===== src/rtl/cpu_mc.sv =====
// rtl/cpu_mc.sv - multi-cycle CPU core: FETCH/DECODE/EXEC/WB sequencer, register file and ALU.
// Optional multiply (op 6) is enabled by defining CPU_MC_MUL_EN.
module cpu_mc #(
  parameter int DATA_W = 16,
  parameter int PC_W   = 6,
  parameter int NREG   = 8
) (
  input  logic              clk,
  input  logic              reset,
  output logic              imem_req,
  output logic [PC_W-1:0]   imem_addr,
  input  logic              imem_valid,
  input  logic [31:0]       imem_rdata,
  output logic [DATA_W-1:0] out,
  output logic [PC_W-1:0]   pc_out,
  output logic              zero,
  output logic              halted,
  output logic              illegal
);

  localparam int RI_W = (NREG > 1) ? $clog2(NREG) : 1;

  localparam logic [5:0] OP_NOP  = 6'd0;
  localparam logic [5:0] OP_ADD  = 6'd1;
  localparam logic [5:0] OP_SUB  = 6'd2;
  localparam logic [5:0] OP_AND  = 6'd3;
  localparam logic [5:0] OP_OR   = 6'd4;
  localparam logic [5:0] OP_XOR  = 6'd5;
  localparam logic [5:0] OP_MUL  = 6'd6;
  localparam logic [5:0] OP_LDI  = 6'd7;
  localparam logic [5:0] OP_BEQ  = 6'd8;
  localparam logic [5:0] OP_HALT = 6'd63;

  typedef enum logic [2:0] {
    S_FETCH,
    S_DECODE,
    S_EXEC,
    S_WB,
    S_HALT
  } state_t;

  state_t state, state_next;

  logic              started;
  logic [PC_W-1:0]   pc;
  logic [31:0]       ir;
  logic [DATA_W-1:0] a, b;
  logic [DATA_W-1:0] res_lo;
  logic              taken;
  logic [DATA_W-1:0] regs [NREG];

  logic [5:0]        op;
  logic [RI_W-1:0]   rd_idx, ra_idx, rb_idx;
  logic              op_known, writes_rd;
  logic [DATA_W-1:0] alu_lo;
  logic              alu_zero;
  logic [PC_W-1:0]   pc_inc, pc_br;
  logic              fetch_take;
  logic              unused_ir;

`ifdef CPU_MC_MUL_EN
  logic [RI_W-1:0]     rd2_idx;
  logic [DATA_W-1:0]   res_hi, alu_hi;
  logic [2*DATA_W-1:0] prod;
  assign rd2_idx = ir[16 +: RI_W];
`endif

  assign op     = ir[31:26];
  assign rd_idx = ir[21 +: RI_W];
  assign ra_idx = ir[11 +: RI_W];
  assign rb_idx = ir[6 +: RI_W];
  assign unused_ir = ^ir[25:16];

  assign pc_inc = pc + PC_W'(2);
  assign pc_br  = pc_inc + PC_W'({{25{ir[5]}}, ir[5:0], 1'b0});

  // Nothing is fetched until one clock edge has passed since reset released.
  assign fetch_take = (state == S_FETCH) && started && imem_valid;

  assign imem_addr = pc;
  assign pc_out    = pc;

  always_comb begin
    op_known  = 1'b1;
    writes_rd = 1'b0;
    case (op)
      OP_NOP, OP_BEQ, OP_HALT: begin
        writes_rd = 1'b0;
      end
      OP_ADD, OP_SUB, OP_AND, OP_OR, OP_XOR, OP_LDI: begin
        writes_rd = 1'b1;
      end
`ifdef CPU_MC_MUL_EN
      OP_MUL: begin
        writes_rd = 1'b1;
      end
`endif
      default: begin
        op_known = 1'b0;
      end
    endcase
  end

  always_comb begin
    alu_lo = '0;
`ifdef CPU_MC_MUL_EN
    alu_hi = '0;
    prod   = '0;
`endif
    case (op)
      OP_ADD: alu_lo = a + b;
      OP_SUB: alu_lo = a - b;
      OP_AND: alu_lo = a & b;
      OP_OR:  alu_lo = a | b;
      OP_XOR: alu_lo = a ^ b;
      OP_LDI: alu_lo = DATA_W'({16'h0000, ir[15:0]});
`ifdef CPU_MC_MUL_EN
      OP_MUL: begin
        prod   = {{DATA_W{1'b0}}, a} * {{DATA_W{1'b0}}, b};
        alu_lo = prod[DATA_W-1:0];
        alu_hi = prod[2*DATA_W-1:DATA_W];
      end
`endif
      default: alu_lo = '0;
    endcase
`ifdef CPU_MC_MUL_EN
    alu_zero = (alu_lo == '0) && (alu_hi == '0);
`else
    alu_zero = (alu_lo == '0);
`endif
  end

  always_ff @(posedge clk or posedge reset) begin
    if (reset) begin
      state <= S_FETCH;
    end else begin
      state <= state_next;
    end
  end

  always_comb begin
    state_next = state;
    imem_req   = 1'b0;
    halted     = 1'b0;
    illegal    = 1'b0;
    case (state)
      S_FETCH: begin
        imem_req = started;
        if (fetch_take) state_next = S_DECODE;
      end
      S_DECODE: state_next = S_EXEC;
      S_EXEC:   state_next = S_WB;
      S_WB: begin
        illegal    = ~op_known;
        state_next = (op == OP_HALT) ? S_HALT : S_FETCH;
      end
      S_HALT: begin
        halted     = 1'b1;
        state_next = S_HALT;
      end
      default: state_next = S_FETCH;
    endcase
  end

  always_ff @(posedge clk or posedge reset) begin
    if (reset) begin
      started <= 1'b0;
      pc      <= '0;
      ir      <= '0;
      a       <= '0;
      b       <= '0;
      res_lo  <= '0;
      taken   <= 1'b0;
      out     <= '0;
      zero    <= 1'b0;
`ifdef CPU_MC_MUL_EN
      res_hi  <= '0;
`endif
      for (int i = 0; i < NREG; i++) regs[i] <= '0;
    end else begin
      started <= 1'b1;
      case (state)
        S_FETCH: begin
          if (fetch_take) ir <= imem_rdata;
        end
        S_DECODE: begin
          a <= (ra_idx == '0) ? '0 : regs[ra_idx];
          b <= (rb_idx == '0) ? '0 : regs[rb_idx];
        end
        S_EXEC: begin
          res_lo <= alu_lo;
`ifdef CPU_MC_MUL_EN
          res_hi <= alu_hi;
`endif
          taken  <= (op == OP_BEQ) && (a == b);
          if (writes_rd) zero <= alu_zero;
        end
        S_WB: begin
          if (writes_rd) begin
            out <= res_lo;
            if (rd_idx != '0) regs[rd_idx] <= res_lo;
          end
`ifdef CPU_MC_MUL_EN
          // Issued after the low-half write so the high half wins when rd == rd2.
          if (op == OP_MUL && rd2_idx != '0) regs[rd2_idx] <= res_hi;
`endif
          if (op != OP_HALT) pc <= taken ? pc_br : pc_inc;
        end
        default: begin
        end
      endcase
    end
  end

endmodule


===== config.mk =====
export PLATFORM = sky130hd
export DESIGN_NAME = cpu_mc
export DESIGN_NICKNAME = d
export VERILOG_FILES = /design/src/rtl/cpu_mc.sv
export SDC_FILE = /design/constraint.sdc
export NUM_CORES = 1
export LEC_CHECK = 0
export ABC_AREA = 1
export CAP_MARGIN = 20
export CORE_UTILIZATION = 45
export DETAILED_ROUTE_END_ITERATION = 7
export SETUP_SLACK_MARGIN = 0.3
export SYNTH_ARGS = -nofsm -noshare
export SYNTH_HDL_FRONTEND = slang
export SYNTH_SLANG_ARGS = --single-unit

===== constraint.sdc =====
create_clock -name clk -period 10.7 [get_ports clk]
set_input_delay 2.675 -clock clk [delete_from_list [all_inputs] [get_ports clk]]
set_output_delay 2.675 -clock clk [all_outputs]
set_load 0.005 [all_outputs]

==> Word level (Yosys, flattened, before mapping) <==
Cells that the tools add are included.
{ "totals": {"reg_bits": 236, "n_memories": 0, "input_bits": 35, "mem_bits_rw": 0, "romBits": 0, "out_inout_bits": 32, "latchBits": 0} }
{ "op_classes": {"n_reduce_logical": 17, "n_lt_le_gt_ge": 4, "n_bitwise": 7, "mul": 0, "addsub": 4, "n_shift": 0, "n_mux": 21, "eq_ne": 15, "n_div": 0} }
{ "ops": {"columns": ["op", "count"], "rows": [
  ["128-bit bitwise mux", 1],
  ["16-bit 2-to-1 mux", 7],
  ["16-bit binary-select mux with 3-bit select", 2],
  ["16-bit one-hot mux with 6 select lines", 1],
  ["16-bit demux with 3-bit select", 1],
  ["6-bit by 3-bit equality test with 1-bit output (second input constant)", 3],
  ["16-bit adder", 1],
  ["16-bit AND", 1],
  ["16-bit equality test", 1],
  ["16-bit zero test", 1],
  ["16-bit OR", 1],
  ["16-bit subtractor", 1],
  ["16-bit bitwise XOR", 1],
  ["3-bit one-hot mux with 5 select lines", 1],
  ["6-bit by 2-bit equality test with 1-bit output (second input constant)", 2],
  ["4-bit greater-or-equal comparator (second input constant)", 3],
  ["3-bit NOT with 4-bit output", 3],
  ["3-bit zero test", 3],
  ["9-bit OR reduction", 1],
  ["2-bit AND reduction", 4],
  ["6-bit by 2-bit adder with 6-bit output (second input constant)", 1],
  ["6-bit adder", 1],
  ["3-bit by 2-bit equality test with 1-bit output (second input constant)", 2],
  ["6-bit by 1-bit equality test with 1-bit output (second input constant)", 1],
  ["16 further kinds", 24]
]} }

==> Longest topological paths before layout <==
Gate-level depths: netlist of the first run.
{ "logic_depth": {"ltp_word": 6, "depth_mapped": 18, "ltp_nobuf": 17} }

==> Worst setup path after synthesis of the first run <==
OpenSTA, ideal clock, no wires.
{ "synth_path": {"kind": "register to output", "start": "register ir[27]", "end": "output illegal", "t_required_ns": 8.025, "t_arrival_ns": 1.074, "stages_incl_launch_ff": 6, "n_path_buf": 0, "setup_slack_ns": 6.951, "path_cell_list": "dfrtp_1 > nand2_1 > inv_1 > nand2_4 > nand4_1 > nor3b_1"} }
{ "synth_between": {"elab_chain_cells": 5, "word_cells_on_any_way": 13} }
{ "synth_lines": {"columns": ["item", "line_no", "rtl"], "rows": [
  ["start, declared", "46", "logic [31:0] ir;"],
  ["start signal, assigned", "184", "if (fetch_take) ir <= imem_rdata;"],
  ["6-bit equality test, or another cell as far along", "86", "case (op)"],
  ["9-bit OR reduction (no line) *", null, null],
  ["1-bit 2-to-1 mux *", "86", null],
  ["1-bit NOT *", "154", "illegal = ~op_known;"],
  ["1-bit 2-to-1 mux *", "146", "case (state)"],
  ["end, declared", "18", "output logic illegal"]
]} }
Mark *: on every way between the ends. The rest lies on a longest branch, timed or not.

==> Worst setup path in the final report of the first run <==
{ "layout_path": {"start": "register ir[26]", "end": "output illegal"} }
The elaborated chain is that of the path after synthesis.

==> results.yml, run 1 <==
synth:
  yosysSeqAreaShare_pct: 40.8
  synth_edf_count: 0
  synthTopCellsByCount: "nand2_1 (372), o21ai_0 (230), dfrtp_1 (212), inv_1 (201), a21oi_1 (159)"
  synth_cells: 1733
  avgSynthCellArea_um2: 7.51
  async_reset_ff_share_pct: 100
  yosysUniqueCellTypes: 43
  synth_top_area_share_pct: 40.8
  yosysMostFrequentCell: "nand2_1"
  synth_ff_type: "dfrtp_1"
  ys_ff_latch: 212
  syn-cell-area_mm2: 0.0130
  synthTopCellsByArea: "dfrtp_1 (41%), nand2_1 (11%), o21ai_0 (8.8%), a21oi_1 (6.1%), nand3_1 (5.9%)"
  yosysWarnings: 0
  synth_top_area_cell: "dfrtp_1"
worst_setup_path:
  cpLargestDelayFamily: "simple AND/OR/NAND/NOR gates"
  crit_fanout: 7
  critical_path_arrival_ns: 2.29
  worstSetupStartpointType: "register"
  cpMaxStageDelayCell: "clkdlybuf4s50_1"
  timing.critical_path.cells: "nand2_1 > inv_1 > nand2_4 > nand4_1 > nor3b_1 > clkdlybuf4s50_1"
  critical_path_required_ns: 8.03
  cpPeakStageDelay_ns: 0.54
  crit_path_end_kind: "primary output"
  path_buf_inv: 2
  path_class: "reg2out"
clocking:
  h-tree-depth: 1
  cts_buffer_depth: 3
  clk_latency_ns: 0.54
  post_cts_buffers: 0
  clk_pin_slew_ns: 0.06
  cts_tree: "built"
  cts_num_sinks: 212
  cts_resized: 0
  cts_root_buf: "clkbuf_16"
  cts_hold_buf: 0
  cts_inserted_buffers: 26
drt:
  wl_per_cell_um: 18.2
  drt_wl_total_um: 38800
  vias: 11700
  drt_iter0_drc: 1103
  via_per_inst: 5.50
  highest-signal-layer: "met5"
  wl_met3_um: 3150
  met1Wirelength_um: 17600
  dr.pass1.iters: 5
  route.detailed.drc: 0
  ant_nets: 0
  met2_wirelength_um: 17500
timing:
  max_slew_margin_pct: 32.5
  fin_hold_ws_ns: 0.479
  totalNegativeSetupSlack_ns: 0
  rsz0062_at_grt: "false"
  setup_viol: 0
  min_period_ns: 4.97
  fmax_mhz: 201
  drv_slew: 0
  hold_viol_final: 0
  worst_pin_slew_ns: 1.01
  min_period_over_period_pct: 46.4
  worst_clock_skew_ns: 0.0129
hold_path:
  min-delay-path-class: "reg2reg"
placed_design:
  gp_congestion: 0.956
  hpwl_um: 26300
  dp_cells: 2082
  placed_area_mm2: 0.0136
  port_buffers: 57
global_route:
  grt_pass1_wl_um: 61900
  track_usage_pct: 27.3
  grt_pass1_vias: 10900
  grt_antenna_before_repair: 1
  grt_overflow_total: 0
  grt_max_degree: 133
floorplan:
  die_w_um: 172
  ios: 67
  die_area_mm2: 0.0296
  row_count: 61
  start_util_pct: 46.3
  die_h_um: 172
  core_area_mm2: 0.0281
pwr:
  pwr-share-seq_pct: 46.0
  leakage_nw: 6.87
  intPower_mw: 1.37
  irDropWorstVdd_mv: 0.128
  power.density_mw_per_mm2: 120
  pwr-share-comb_pct: 1.6
  switchingPower_mw: 0.375
  swShare_pct: 21.5
  clkPwrFrac_pct: 52.4
layout:
  layout-drive-gt1-share_pct: 7.42
  area_growth_pct: 11.9
  nNetsFinal: 1826
  final_cells: 2130
  antenna_cells: 0
  fin_area_mm2: 0.0146
outcome:
  status: "complete, no violations"
run:
  drv_cap: 0
## routing by layer
metal	track usage, %	vias to the layer above
met3	4.49	35
met4	5.39	2
met2	42.8	444
met1	39.5	5533
li1	-	5710
met5	0	-
## power groups by stage
stage | clock network [mW] | registers [mW] | logic, mW
final | 0.914 | 0.802 | 0.0278
after global routing | 0.963 | 0.802 | 0.0320
after CTS | 0.929 | 0.802 | 0.0280
after detailed placement | 0 | 0.817 | 0.0280
after global placement | 0 | 0.817 | 0.0280
after floorplan | 0 | 0.817 | 0.0124
## final timing paths
check                           slack [ns]  endpoint     from  depth (start not counted)
max in group asynchronous             6.77      a[7]    reset                          4
worst max-delay path                  5.73   illegal   ir[26]                          6
worst min-delay path                  0.48   regs[9]  regs[9]                          2
min in group asynchronous             2.71    ir[23]    reset                          2
worst min register to register        0.48   regs[9]  regs[9]                          2
worst max register to register        7.56      b[9]    ir[6]                          6
## kinds of logic (layout without fill, tap and decap cells)
group | after synthesis | in the layout | synth area share (%)
AND/OR/NAND/NOR | 666 | 666 | 22.5
AO/OA/AOI/OAI | 477 | 477 | 19.8
buffers and inverters | 303 | 321 | 9.92
flip-flops | 212 | 212 | 40.8
multiplexers | 11 | 11 | 0.952
XOR/XNOR | 4 | 4 | 0.269
adder cells (fa/ha/maj) | 58 | 58 | 5.75
other | 2 | 3 | 0.0577
## worst min-delay path, cell delays in order (launching register included)
cell and delay, ns:
dfrtp_1 0.34, nand2_1 0.06, o21ai_2 0.05
## layout by cell type, fill, tap and decap left out, drive strengths merged
master | Yosys | final
clkdlybuf4s50 | 0 | 57
xnor2 | 1 | 1
conb | 2 | 3
and3 | 2 | 2
or2 | 2 | 2
o21ai | 294 | 294
a31oi | 4 | 4
o211ai | 3 | 3
o2bb2ai | 1 | 1
o32ai | 2 | 2
buf | 50 | 12
nor3b | 1 | 1
nand2 | 378 | 378
nor2 | 100 | 100
bufinv | 0 | 2
inv | 203 | 204
nor3 | 8 | 8
mux2 | 11 | 11
nor4 | 2 | 2
dfrtp | 212 | 212
ha | 55 | 55
fa | 3 | 3
o21bai | 3 | 3
xor2 | 3 | 3
o22ai | 9 | 9
clkinvlp | 0 | 1
a21oi | 159 | 159
nand3 | 154 | 154
nand4 | 18 | 18
clkinv | 2 | 6
a221oi | 1 | 1
and2 | 1 | 1
clkbuf | 48 | 39
o2111ai | 1 | 1
## stage by stage
| step | setup WS (ns) | utilization, % | power [mW] |
|---|---|---|---|
| after floorplan | 2.23 | - | 0.829 |
| after global placement | 5.64 | 48.6 | 0.845 |
| after detailed placement | 5.63 | 48.6 | 0.845 |
| after CTS | 5.71 | 51.7 | 1.76 |
| after global routing | 5.65 | 51.8 | 1.80 |
| final | 5.73 | 51.8 | 1.74 |
## layout make-up
class                   count  area [um^2]
fillers                  2830        13500
multi-input cells        1219         6430
flip-flops and latches    212         5310
clock buffers              39          790
inverters                 205          777
repair buffers             69          681
well taps                 378          473
clock inverters             8          108
## flip-flops by register name (all words and copies together) (netlist names)
name,count
started,1
res_lo,16
taken,1
imem_addr,5
regs,112
zero,1
out,16
state,3
a,16
ir,25
b,16
No activity file was read; power rests on OpenSTA's default activity.
==> run 2, diff against run 1 <==
--- a/config.mk
+++ b/config.mk
@@ -9,6 +9,7 @@
 export CAP_MARGIN = 20
 export CORE_UTILIZATION = 45
 export DETAILED_ROUTE_END_ITERATION = 7
+export PLACE_DENSITY = 0.65
 export SETUP_SLACK_MARGIN = 0.3
 export SYNTH_ARGS = -nofsm -noshare
 export SYNTH_HDL_FRONTEND = slang
==> constraint.sdc (replaced) <==
create_clock -name clk -period 4.4 [get_ports clk]
set_input_delay 1.1 -clock clk [delete_from_list [all_inputs] [get_ports clk]]
set_output_delay 1.1 -clock clk [all_outputs]
set_load 0.005 [all_outputs]
==> results.yml, run 2 (same netlist as run 1, synthesis figures left out) <==
hold_path:
  hold_depth: 2
  min-delay-path-class: "reg2reg"
clocking:
  cts_hold_buf: 0
  cts_inserted_buffers: 25
  cts_tree: "built"
  h-tree-depth: 1
  clk_pin_slew_ns: 0.06
  cts_root_buf: "clkbuf_16"
  cts_resized: 0
  cts_buffer_depth: 3
  cts_num_sinks: 212
  clk_latency_ns: 0.54
  post_cts_buffers: 0
worst_setup_path:
  r2r_slack_ns: 1.74
  cpLargestDelayFamily: "simple AND/OR/NAND/NOR gates"
  crit_fanout: 7
  crit_path_end_kind: "primary output"
  r2r_end: "zero"
  critPathLaunch: "ir[27]"
  path_buf_inv: 2
  cp.depth: 6
  rr_worst_depth: 14
  endpoint: "illegal"
  worstSetupStartpointType: "register"
  cpMaxStageDelayCell: "clkdlybuf4s50_1"
  reg2reg_from: "a[7]"
  timing.critical_path.cells: "nand2_1 > inv_1 > nand2_4 > nand4_1 > nor3b_1 > clkdlybuf4s50_1"
  path_class: "reg2out"
  critical_path_arrival_ns: 2.32
  cpPeakStageDelay_ns: 0.54
  critical_path_required_ns: 3.30
drt:
  wl_per_cell_um: 17.7
  met1Wirelength_um: 17600
  highest-signal-layer: "met4"
  met2_wirelength_um: 17100
  route.detailed.drc: 0
  drt_wl_total_um: 37700
  drt_iter0_drc: 991
  ant_nets: 0
  via_per_inst: 5.48
  vias: 11700
  wl_met3_um: 2310
  dr.pass1.iters: 6
layout:
  largest_reg_flops: 112
  layout-drive-gt1-share_pct: 7.20
  final_common_cell: "nand2_1"
  area_growth_pct: 11.3
  top_register: "regs"
  nNetsFinal: 1828
  reg_top3: "regs: 112 flops, ir: 25 flops"
  antenna_cells: 0
  final_cell_mix: "nand2_1 (371), o21ai_0 (230), dfrtp_1 (211), inv_1 (200), a21oi_1 (159)"
  fin_area_mm2: 0.0145
  n_fill_cell: 2805
run:
  drv_cap: 0
floorplan:
  row_count: 61
  die_w_um: 172
  die_h_um: 172
  start_util_pct: 46.3
  ios: 67
  die_area_mm2: 0.0296
  core_area_mm2: 0.0281
pwr:
  pwr-share-comb_pct: 1.6
  clkPwrFrac_pct: 50.4
  irDropWorstVdd_mv: 0.294
  leakage_nw: 6.83
  pwr-share-seq_pct: 48.0
  swShare_pct: 21.7
  power.density_mw_per_mm2: 281
  intPower_mw: 3.18
  switchingPower_mw: 0.883
timing:
  hold_viol_final: 0
  setup_viol: 0
  worst_pin_slew_ns: 0.981
  min_period_over_period_pct: 77.7
  rsz0062_at_grt: "false"
  drv_slew: 0
  totalNegativeSetupSlack_ns: 0
  fmax_mhz: 292
  worst_clock_skew_ns: 0.0144
  min_period_ns: 3.42
  max_slew_margin_pct: 34.3
global_route:
  grt_overflow_total: 0
  grt_pass1_vias: 10800
  grt_max_degree: 155
  track_usage_pct: 26.2
  grt_antenna_before_repair: 0
  grt_pass1_wl_um: 60000
placed_design:
  port_buffers: 57
  placed_area_mm2: 0.0137
  gp_congestion: 0.982
  hpwl_um: 26200
outcome:
  status: "complete, no violations"
[run 2: cell count changes in the layout (fill, tap and decap cells not counted), sizes merged]
cell	previous run	this run
inv	204	203
clkinv	6	5
buf	12	15
bufinv	2	1
clkbuf	39	37
[run 2: worst min-delay path: cells and delay by family, from the launching register on]
family	cells	cell delay (ns)
AND/OR/NAND/NOR	1	0.06
AO/OA/AOI/OAI	1	0.05
flip-flops	1	0.34
[run 2: area by class of cell]
type                       count  area [um^2]  share of cell area [%]
sequential                   212         5310                    36.7
clock inverter                 5         68.8                   0.475
inverter                     205          773                    5.34
timing repair buffer          72          696                    4.81
tap                          378          473                    3.27
multi-input combinational   1219         6430                    44.4
clock buffer                  37          731                    5.05
[run 2: worst min-delay path by stage]
stage,from,endpoint
floorplan,regs[32],regs[32]
global placement,regs[88],regs[88]
detailed placement,regs[92],regs[92]
CTS,regs[92],regs[92]
global route,regs[91],regs[91]
finish,regs[92],regs[92]
[run 2: power by group through the flow]
| stage | registers (mW) | logic [mW] | clock network [mW] |
|---|---|---|---|
| CTS | 1.95 | 0.0687 | 2.09 |
| floorplan | 1.99 | 0.0304 | 0 |
| finish | 1.95 | 0.0650 | 2.05 |
| global route | 1.95 | 0.0756 | 2.16 |
| detailed placement | 1.99 | 0.0684 | 0 |
| global placement | 1.99 | 0.0681 | 0 |
[run 2: per-stage QoR]
step	util, %	cells	setup WS (ns)	hold WS (ns)	power [mW]
2_1_floorplan	-	1734	0.544	0.453	2.02
3_3_place_gp	48.7	2086	1.57	0.465	2.05
3_5_place_dp	48.7	2086	1.55	0.468	2.05
4_1_cts	51.5	2128	0.968	0.483	4.11
5_1_grt	51.5	2128	0.840	0.508	4.19
6_report	51.5	2128	0.980	0.480	4.06
[run 2: metal layers]
| layer | global-route usage (%) | vias up |
|---|---|---|
| li1 | - | 5708 |
| met2 | 42.4 | 392 |
| met3 | 3.18 | 50 |
| met1 | 37.5 | 5511 |
| met4 | 5.54 | 0 |
| met5 | 0 | - |
